$ cat src/rtl/intirvx_ifetch.sv
`default_nettype none
// intirvx_ifetch: in-order instruction fetch stage with credit-limited request issue,
// PC/response pairing, a response buffer toward decode, and single-cycle flush.
module intirvx_ifetch #(
    parameter int XLEN  = 32,
    parameter int ALEN  = 32,
    parameter int DEPTH = 4
) (
    input  logic            clk,
    input  logic            rst_n,
    input  logic [XLEN-1:0] pc,
    input  logic            pc_valid,
    output logic            pc_ready,
    input  logic            flush,
    output logic [ALEN-1:0] imem_addr,
    output logic            imem_req_valid,
    input  logic            imem_req_ready,
    input  logic [XLEN-1:0] imem_rdata,
    input  logic            imem_err,
    input  logic            imem_rsp_valid,
    output logic [XLEN-1:0] inst,
    output logic [ALEN-1:0] inst_pc,
    output logic            inst_status,
    output logic            inst_valid,
    input  logic            inst_ready
);
    localparam int PW = $clog2(DEPTH);
    localparam int CW = PW + 1;
    localparam logic [CW-1:0] DEPTH_C = CW'(DEPTH);

    logic [CW-1:0] inflight_q, inflight_d;
    logic [CW-1:0] rsp_cnt_q, rsp_cnt_d;
    logic [CW-1:0] drop_q, drop_d;
    logic [PW-1:0] af_wr_q, af_rd_q;
    logic [PW-1:0] rf_wr_q, rf_rd_q;

    logic [ALEN-1:0] af_pc_q   [DEPTH];
    logic            af_mis_q  [DEPTH];
    logic [XLEN-1:0] rf_data_q [DEPTH];
    logic [ALEN-1:0] rf_pc_q   [DEPTH];
    logic            rf_st_q   [DEPTH];

    logic [CW-1:0] credits;
    logic          has_credit;
    logic          issue;
    logic          rsp_take;
    logic          dropping;
    logic          rf_push;
    logic          rf_pop;

    // Doomed requests still hold a credit until their response returns.
    assign credits        = DEPTH_C - inflight_q - rsp_cnt_q;
    assign has_credit     = rst_n & (credits != '0);
    assign imem_req_valid = pc_valid & has_credit;
    assign pc_ready       = imem_req_ready & has_credit;
    assign imem_addr      = pc[ALEN-1:0];
    assign issue          = pc_valid & pc_ready;

    // A response with nothing outstanding is a protocol violation and is ignored.
    assign rsp_take = imem_rsp_valid & (inflight_q != '0);
    assign dropping = (drop_q != '0) | flush;
    assign rf_push  = rsp_take & ~dropping;
    assign rf_pop   = inst_valid & inst_ready & ~flush;

    assign inst_valid  = (rsp_cnt_q != '0);
    assign inst        = rf_data_q[rf_rd_q];
    assign inst_pc     = rf_pc_q[rf_rd_q];
    assign inst_status = rf_st_q[rf_rd_q];

    always_comb begin
        inflight_d = inflight_q + CW'(issue) - CW'(rsp_take);
        rsp_cnt_d  = rsp_cnt_q + CW'(rf_push) - CW'(rf_pop);
        drop_d     = drop_q;
        if (flush) begin
            rsp_cnt_d = '0;
            // Only requests issued before this cycle are stale.
            drop_d    = inflight_q - CW'(rsp_take);
        end else if (rsp_take && (drop_q != '0)) begin
            drop_d = drop_q - CW'(1);
        end
    end

    always_ff @(posedge clk or negedge rst_n) begin
        if (!rst_n) begin
            inflight_q <= '0;
            rsp_cnt_q  <= '0;
            drop_q     <= '0;
            af_wr_q    <= '0;
            af_rd_q    <= '0;
            rf_wr_q    <= '0;
            rf_rd_q    <= '0;
        end else begin
            inflight_q <= inflight_d;
            rsp_cnt_q  <= rsp_cnt_d;
            drop_q     <= drop_d;
            if (issue)    af_wr_q <= af_wr_q + PW'(1);
            if (rsp_take) af_rd_q <= af_rd_q + PW'(1);
            if (rf_push)  rf_wr_q <= rf_wr_q + PW'(1);
            if (flush)
                rf_rd_q <= rf_wr_q;
            else if (rf_pop)
                rf_rd_q <= rf_rd_q + PW'(1);
        end
    end

    // Storage is reset so the delivered fields read as zero out of reset.
    always_ff @(posedge clk or negedge rst_n) begin
        if (!rst_n) begin
            for (int i = 0; i < DEPTH; i++) begin
                af_pc_q[i]   <= '0;
                af_mis_q[i]  <= 1'b0;
                rf_data_q[i] <= '0;
                rf_pc_q[i]   <= '0;
                rf_st_q[i]   <= 1'b0;
            end
        end else begin
            if (issue) begin
                af_pc_q[af_wr_q]  <= pc[ALEN-1:0];
                af_mis_q[af_wr_q] <= (pc[1:0] != 2'b00);
            end
            if (rf_push) begin
                rf_data_q[rf_wr_q] <= imem_rdata;
                rf_pc_q[rf_wr_q]   <= af_pc_q[af_rd_q];
                rf_st_q[rf_wr_q]   <= imem_err | af_mis_q[af_rd_q];
            end
        end
    end

endmodule
`default_nettype wire

$ cat config.mk
export PLATFORM = sky130hd
export DESIGN_NAME = intirvx_ifetch
export DESIGN_NICKNAME = d
export VERILOG_FILES = /design/src/rtl/intirvx_ifetch.sv
export SDC_FILE = /design/constraint.sdc
export NUM_CORES = 1
export LEC_CHECK = 0
export BUFFER_PORTS_ARGS = -buffer_cell sky130_fd_sc_hd__buf_4
export CORE_UTILIZATION = 42
export DETAILED_ROUTE_END_ITERATION = 12
export GPL_TIMING_DRIVEN = 0
export PLACE_DENSITY = 0.68
export SLEW_MARGIN = 20
export SYNTH_ARGS = -nofsm -noshare
export SYNTH_HDL_FRONTEND = slang
export SYNTH_SLANG_ARGS = --single-unit
$ cat constraint.sdc
create_clock -name clk -period 5.5 [get_ports clk]
set_input_delay 0.275 -clock clk [delete_from_list [all_inputs] [get_ports clk]]
set_output_delay 0.275 -clock clk [all_outputs]
set_load 0.005 [all_outputs]
==> flow_summary_export.csv, run 1 <==
group,metric,value,unit
status,outcome,"finished clean",
critical_path,cp_slowest_stage_delay,0.56,ns
critical_path,arrival,3.90,ns
final_layout,synthToLayoutAreaGrowth,23.6,%
sta,min_period_over_period,62.6,%
yosys,yosysMostFrequentCell,"dfrtp_1",
min_path,worst_hold_path_type,"input port to flip-flop",
sta,slew_headroom,37.6,%
floorplanning,die_area,0.0447,mm^2
global_route,grt.total_usage,18.3,%
drt,routed_wl,39.3,mm
pwr,combPwrFrac,32.5,%
critical_path,r2r_start,"rsp_cnt_q[1]$_DFF_PN0_",
clock_tree,cts_resized,0,
critical_path,end_kind,"flip-flop",
global_route,grt_pass1_vias,11100,
critical_path,r2r_setup_slack,2.54,ns
floorplanning,initial_core_util,42.7,%
pwr,power.switching,3.37,mW
sta,setup_tns,0,ns
clock_tree,clk_pin_slew,0.06,ns
clock_tree,hold_buffers,66,
pwr,power_density,506,mW/mm^2
global_route,grt_pass1_wl,62.6,mm
drt,drc,0,
yosys,synth_cells,1103,
yosys,synth.top_cell.area_share,55.6,%
yosys,ys_ff_latch,409,
clock_tree,cts_buffers,46,
yosys,synthTopCellsByArea,"dfrtp_1, mux2_2, mux4_2, buf_6, buf_4",
min_path,min_path_cells,3,
sta,tightest_slew,0.936,ns
final_layout,n_fill_cell,3582,
place,routabilityCongestion,0.748,
clock_tree,cts_buffer_depth,3,
drt,routed-via-count,10200,
clock_tree,clkSinkCount,409,
pwr,p_int,8.14,mW
pwr,p_seq_share,40.5,%
critical_path,worstPathCellList,"dlygate4sd3_1 > buf_8 > buf_16 > buf_16 > and2_0 > nand2_1 > a21oi_1 > inv_1 > ha_1 > inv_1 > ha_1 > fa_1 > xnor2_1",
yosys,syn-cell-area,0.0184,mm^2
min_path,hold_end,"rf_st_q[1]$_DFFE_PN0P_",
sta,rsz0062_at_grt,"no",
clock_tree,ctsHtreeMaxLevel,2,
min_path,hp-start,"imem_err",
drt,first_pass_iters,6,
pwr,swShare,29.3,%
floorplanning,rows,76,
pwr,clkPwrFrac,27.0,%
final_layout,drive_above_1_share,57.3,%
yosys,ys.flop_type,"dfrtp_1",
yosys,netlist_top_cells_count,"dfrtp_1, mux2_2, mux4_2",
drt,wl_per_cell,19.5,um
yosys,synth.distinct_cells,31,
sta,finalHoldWorstSlack,0.0795,ns
floorplanning,die_w,211,um
clock_tree,cts_tree,"done",
critical_path,critPathSlowestCell,"dlygate4sd3_1",
sta,setup_viol,0,
place,io_buffers,171,
floorplanning,die_y,211,um
clock_tree,clock_latency,0.59,ns
critical_path,cp_top_family,"buffers and inverters",
critical_path,cp_num_buf_inv,6,
critical_path,r2r_cells,12,
global_route,antenna_found_initial,0,
final_layout,final_util,52.7,%
place,hpwl,25.5,mm
final_layout,diodes,0,
pwr,ir_drop,0.318,mV
yosys,ys_seq_area_share,55.6,%
clock_tree,cts-root-buf,"clkbuf_16",
pwr,power.total,11.5,mW
drt,drt_iter0_drc,476,
sta,fin_skew,0.0283,ns
global_route,grt_max_degree,107,
floorplanning,io_pins,172,
sta,hold_viol,0,
clock_tree,post_cts_buffers,0,
yosys,synth_edf_count,0,
critical_path,cp_data_required_time,5.95,ns
yosys,syn-num-nets,1196,
sta,layout_min_cycle_time,3.44,ns
yosys,syn_avg_cell_area,16.7,um^2
critical_path,startpoint,"rst_n",
drt,vias_per_cell,5.09,
critical_path,critPathMaxFanout,106,
yosys,async_flop_share,100,%
pwr,p_leak,10.9,nW
yosys,synth_top_area_cell,"dfrtp_1",
critical_path,criticalPathCategory,"input port to flip-flop",
global_route,grt_remaining_overflow,0,
run,max_cap_violations,0,
critical_path,reg2reg_to,"inflight_q[2]$_DFF_PN0_",
yosys,yosysWarnings,0,
drt,ant_nets,0,
sta,max_freq,290,MHz
final_layout,layout.nets,1485,
floorplanning,coreArea,0.0432,mm^2
sta,slew_viol_final,0,
critical_path,start_kind,"input port",
[worst min-delay path, delay by kind of cell]
kind | cells | cell delay, ns
buf+inv | 1 | 0.07
mux | 1 | 0.14
simple gates | 1 | 0.13
[layout by cell type (no fill, tap or decap), drive strengths merged, types with 10 or more instances in the layout]
master and count:
dfrtp 409, mux2 393, buf 259, mux4 98, clkbuf 81, dlygate4sd3 66, inv 20, ha 19
nand2 15, clkinv 10
[sequential cells by signal, indices dropped and copies added, names as in the netlist]
signal	cells
rf_data_q	128
af_pc_q	128
drop_q	3
rsp_cnt_q	3
rf_wr_q	2
rf_st_q	4
rf_pc_q	128
rf_rd_q	2
af_mis_q	4
af_wr_q	2
inflight_q	3
af_rd_q	2
[worst max path at each step]
| stage | to | slack [ns] | cells after the start |
|---|---|---|---|
| finish | inflight_q[2]$_DFF_PN0_ | 2.06 | 13 |
| global route | inflight_q[2]$_DFF_PN0_ | 1.68 | 13 |
| CTS | inflight_q[2]$_DFF_PN0_ | 2.01 | 13 |
| detailed placement | inflight_q[2]$_DFF_PN0_ | 1.99 | 12 |
| global placement | inflight_q[2]$_DFF_PN0_ | -0.82 | 10 |
| floorplan | inflight_q[2]$_DFF_PN0_ | 2.80 | 12 |
[metrics by stage]
step	instance area (um^2)	setup WS [ns]	std cells
2_1_floorplan	18400	2.80	1103
3_3_place_gp	20400	-0.818	1859
3_5_place_dp	20500	1.99	1863
4_1_cts	22800	2.01	2013
5_1_grt	22800	1.68	2013
6_report	22800	2.06	2013
[layer usage]
layer	track usage (%)	wire length [um]	share of wire, %
met1	24.4	17600	45
met2	30.5	19400	49
met3	2.94	1420	3.6
met4	5.85	859	2.2
met5	0	0	0
[area by class of cell]
| class | instances | area [um^2] | share of cell area [%] |
|---|---|---|---|
| Sequential cell | 409 | 10200 | 45.0 |
| Multi-Input combinational cell | 579 | 7330 | 32.2 |
| Timing Repair Buffer | 241 | 2060 | 9.06 |
| Clock buffer | 67 | 1370 | 6.02 |
| Buffer | 98 | 785 | 3.45 |
| Tap cell | 585 | 732 | 3.22 |
| Clock inverter | 17 | 185 | 0.814 |
| Inverter | 17 | 63.8 | 0.280 |
[power by group through the flow]
| stage | Clock [mW] | Combinational (mW) | Sequential [mW] |
|---|---|---|---|
| after floorplan | 0 | 2.64 | 4.52 |
| after global placement | 0 | 3.64 | 4.64 |
| after detailed placement | 0 | 3.76 | 4.71 |
| after CTS | 3.21 | 3.80 | 4.66 |
| after global routing | 3.33 | 4.07 | 4.81 |
| final | 3.11 | 3.74 | 4.66 |
[cell families (layout without fill, tap and decap cells)]
group / after synthesis / in the layout / share of synthesized area, %
AOI/OAI and AO/OA: 17 / 17 / 0.598
xor gates and xnor gates: 14 / 14 / 0.707
adders and majority gates: 21 / 21 / 1.51
buffers and inverters: 115 / 440 / 4.61
DFF: 409 / 409 / 55.6
muxes: 491 / 491 / 36.0
and+or+nand+nor: 36 / 36 / 0.972
Note: power is estimated with default switching activity, not from simulation.
==> run 2: changes to the inputs <==
==> constraint.sdc (replaced) <==
create_clock -name clk -period 3.4 [get_ports clk]
set_input_delay 0.17 -clock clk [delete_from_list [all_inputs] [get_ports clk]]
set_output_delay 0.17 -clock clk [all_outputs]
set_load 0.005 [all_outputs]
==> run 2 against run 1 <==
Compared with the run above: worst setup slack got worse by 1.7 ns; worst hold slack worse by 0.034 ns; wire length up 0.50%; sequential share of layout area fell by 0.11 points; first-iteration DRC count decreased by 5.9%; count of clock-buffer cells in the layout stayed put; core utilization up 0.13 points; total power rose by 62%; final cell count rose by 0.20%; combinational power rose by 62%; largest cell class unchanged; largest power group unchanged; highest routed layer unchanged.
==> flow_summary_export.csv, run 2 (same netlist as run 1, synthesis figures left out) <==
group,metric,value,unit
place,place_ws,-0.00563,ns
floorplanning,io_pins,172,
pwr,power_density,816,mW/mm^2
critical_path,end_kind,"flip-flop",
pwr,power.switching,5.46,mW
drt,drc,0,
run,max_cap_violations,0,
min_path,worst_hold_path_type,"input port to flip-flop",
final_layout,final_cell_mix,"dfrtp_1, mux2_2, buf_4",
pwr,clkPwrFrac,27.1,%
sta,fin_skew,0.0303,ns
place,hpwl,25.5,mm
clock_tree,cts-root-buf,"clkbuf_16",
place,io_buffers,171,
global_route,grt_remaining_overflow,0,
final_layout,final_util,52.9,%
final_layout,final_common_cell,"dfrtp_1",
critical_path,cp_top_family,"buffers and inverters",
sta,slew_viol_final,0,
floorplanning,die_y,211,um
place,routabilityCongestion,0.748,
final_layout,diodes,0,
clock_tree,clk_pin_slew,0.06,ns
drt,drt_iter0_drc,448,
clock_tree,clock_latency,0.59,ns
critical_path,cp_slowest_stage_delay,0.56,ns
drt,ant_nets,0,
clock_tree,cts_buffers,46,
sta,rsz0062_at_grt,"no",
global_route,grt_pass1_vias,11200,
sta,min_period_over_period,90.5,%
sta,slew_headroom,37.6,%
floorplanning,coreArea,0.0432,mm^2
critical_path,cp_data_required_time,3.85,ns
sta,setup_ws,0.323,ns
critical_path,critPathMaxFanout,95,
sta,layout_min_cycle_time,3.08,ns
pwr,ir_drop,0.514,mV
critical_path,critPathSlowestCell,"dlygate4sd3_1",
drt,wl_per_cell,19.6,um
floorplanning,die_w,211,um
floorplanning,initial_core_util,42.7,%
critical_path,worstPathCellList,"dlygate4sd3_1 > buf_8 > buf_16 > buf_16 > and2_0 > nand2_1 > a21oi_1 > inv_1 > ha_1 > inv_1 > ha_1 > fa_1 > xnor2_1",
global_route,grt_pass1_wl,62.7,mm
final_layout,synthToLayoutAreaGrowth,23.9,%
clock_tree,cts_resized,0,
final_layout,layout.nets,1489,
sta,finalHoldWorstSlack,0.0459,ns
critical_path,start_kind,"input port",
pwr,p_leak,11.0,nW
final_layout,drive_above_1_share,57.2,%
sta,setup_tns,0,ns
clock_tree,cts_buffer_depth,3,
drt,first_pass_iters,5,
pwr,p_seq_share,40.4,%
pwr,p_int,13.2,mW
critical_path,cp_num_buf_inv,6,
critical_path,criticalPathCategory,"input port to flip-flop",
global_route,grt.total_usage,18.3,%
clock_tree,post_cts_buffers,0,
drt,routed_wl,39.5,mm
drt,vias_per_cell,5.09,
floorplanning,die_area,0.0447,mm^2
final_layout,reg_top3,"af_pc_q (128), rf_data_q (128), rf_pc_q (128)",
sta,tightest_slew,0.936,ns
sta,max_freq,325,MHz
final_layout,n_fill_cell,3577,
pwr,combPwrFrac,32.5,%
clock_tree,clkSinkCount,409,
global_route,grt_max_degree,107,
floorplanning,rows,76,
sta,setup_viol,0,
pwr,swShare,29.3,%
status,outcome,"finished clean",
drt,routed-via-count,10300,
global_route,antenna_found_initial,0,
clock_tree,cts_tree,"done",
clock_tree,ctsHtreeMaxLevel,2,
critical_path,arrival,3.53,ns
sta,hold_viol,0,
## run 2: cell count changes in the layout (fill, tap and decap cells not counted)
cell / previous run / this run
clkbuf_16: 46 / 47
dlygate4sd3_1: 66 / 69
## run 2: stage by stage
stage / cells / total power [mW] / area [um^2]
2_1_floorplan: 1103 / 11.6 / 18400
3_3_place_gp: 1859 / 13.4 / 20400
3_5_place_dp: 1863 / 13.7 / 20500
4_1_cts: 2016 / 18.9 / 22800
5_1_grt: 2017 / 19.7 / 22800
6_report: 2017 / 18.6 / 22800
## run 2: repair_timing
action                                 CTS  global route
endpoints found under the hold margin  465             0
setup endpoints to repair                0             2
hold buffers                            69             0
## run 2: path summary, 6_finish.rpt
| path | startpoint | endpoint | slack [ns] | cells after the start |
|---|---|---|---|---|
| worst max-delay path | rst_n | inflight_q[2]$_DFF_PN0_ | 0.32 | 13 |
| worst min-delay path | pc_valid | af_wr_q[0]$_DFFE_PN0P_ | 0.05 | 4 |
| worst max register to register | rsp_cnt_q[1]$_DFF_PN0_ | inflight_q[2]$_DFF_PN0_ | 0.43 | 12 |
| worst min register to register | rf_data_q[86]$_DFFE_PN0P_ | rf_data_q[86]$_DFFE_PN0P_ | 0.49 | 1 |
| max in group asynchronous | rst_n | rf_pc_q[123]$_DFFE_PN0P_ | 2.22 | 3 |
| min in group asynchronous | rst_n | rf_data_q[36]$_DFFE_PN0P_ | 0.23 | 3 |
## run 2: final cells by class
type / instances / area (um^2) / share of cell area, %
plain buffers: 98 / 785 / 3.44
clock buffers: 67 / 1370 / 6.00
multi-input cells: 579 / 7330 / 32.1
inverters: 17 / 63.8 / 0.280
flip-flops and latches: 409 / 10200 / 44.9
repair buffers: 245 / 2120 / 9.28
well taps: 585 / 732 / 3.21
clock inverters: 17 / 185 / 0.812
## run 2: power by group through the flow
stage                     logic [mW]  clock network (mW)  registers [mW]
after floorplan                 4.27                   0            7.30
after global placement          5.88                   0            7.50
after detailed placement        6.08                   0            7.62
after CTS                       6.16                5.19            7.54
after global routing            6.59                5.38            7.78
final                           6.05                5.04            7.53
## run 2: metal layers
| metal | part of all wire (%) | routed length [um] | track usage, % |
|---|---|---|---|
| met1 | 45 | 17700 | 24.5 |
| met2 | 49 | 19500 | 30.5 |
| met3 | 3.6 | 1440 | 2.94 |
| met4 | 2.2 | 856 | 5.85 |
| met5 | 0 | 0 | 0 |
## run 2: worst min-delay path, delay by kind of cell
family          cells  cell delay (ns)
xor+xnor            1             0.13
compound gates      1             0.07
simple gates        1             0.06
buf+inv             1             0.14
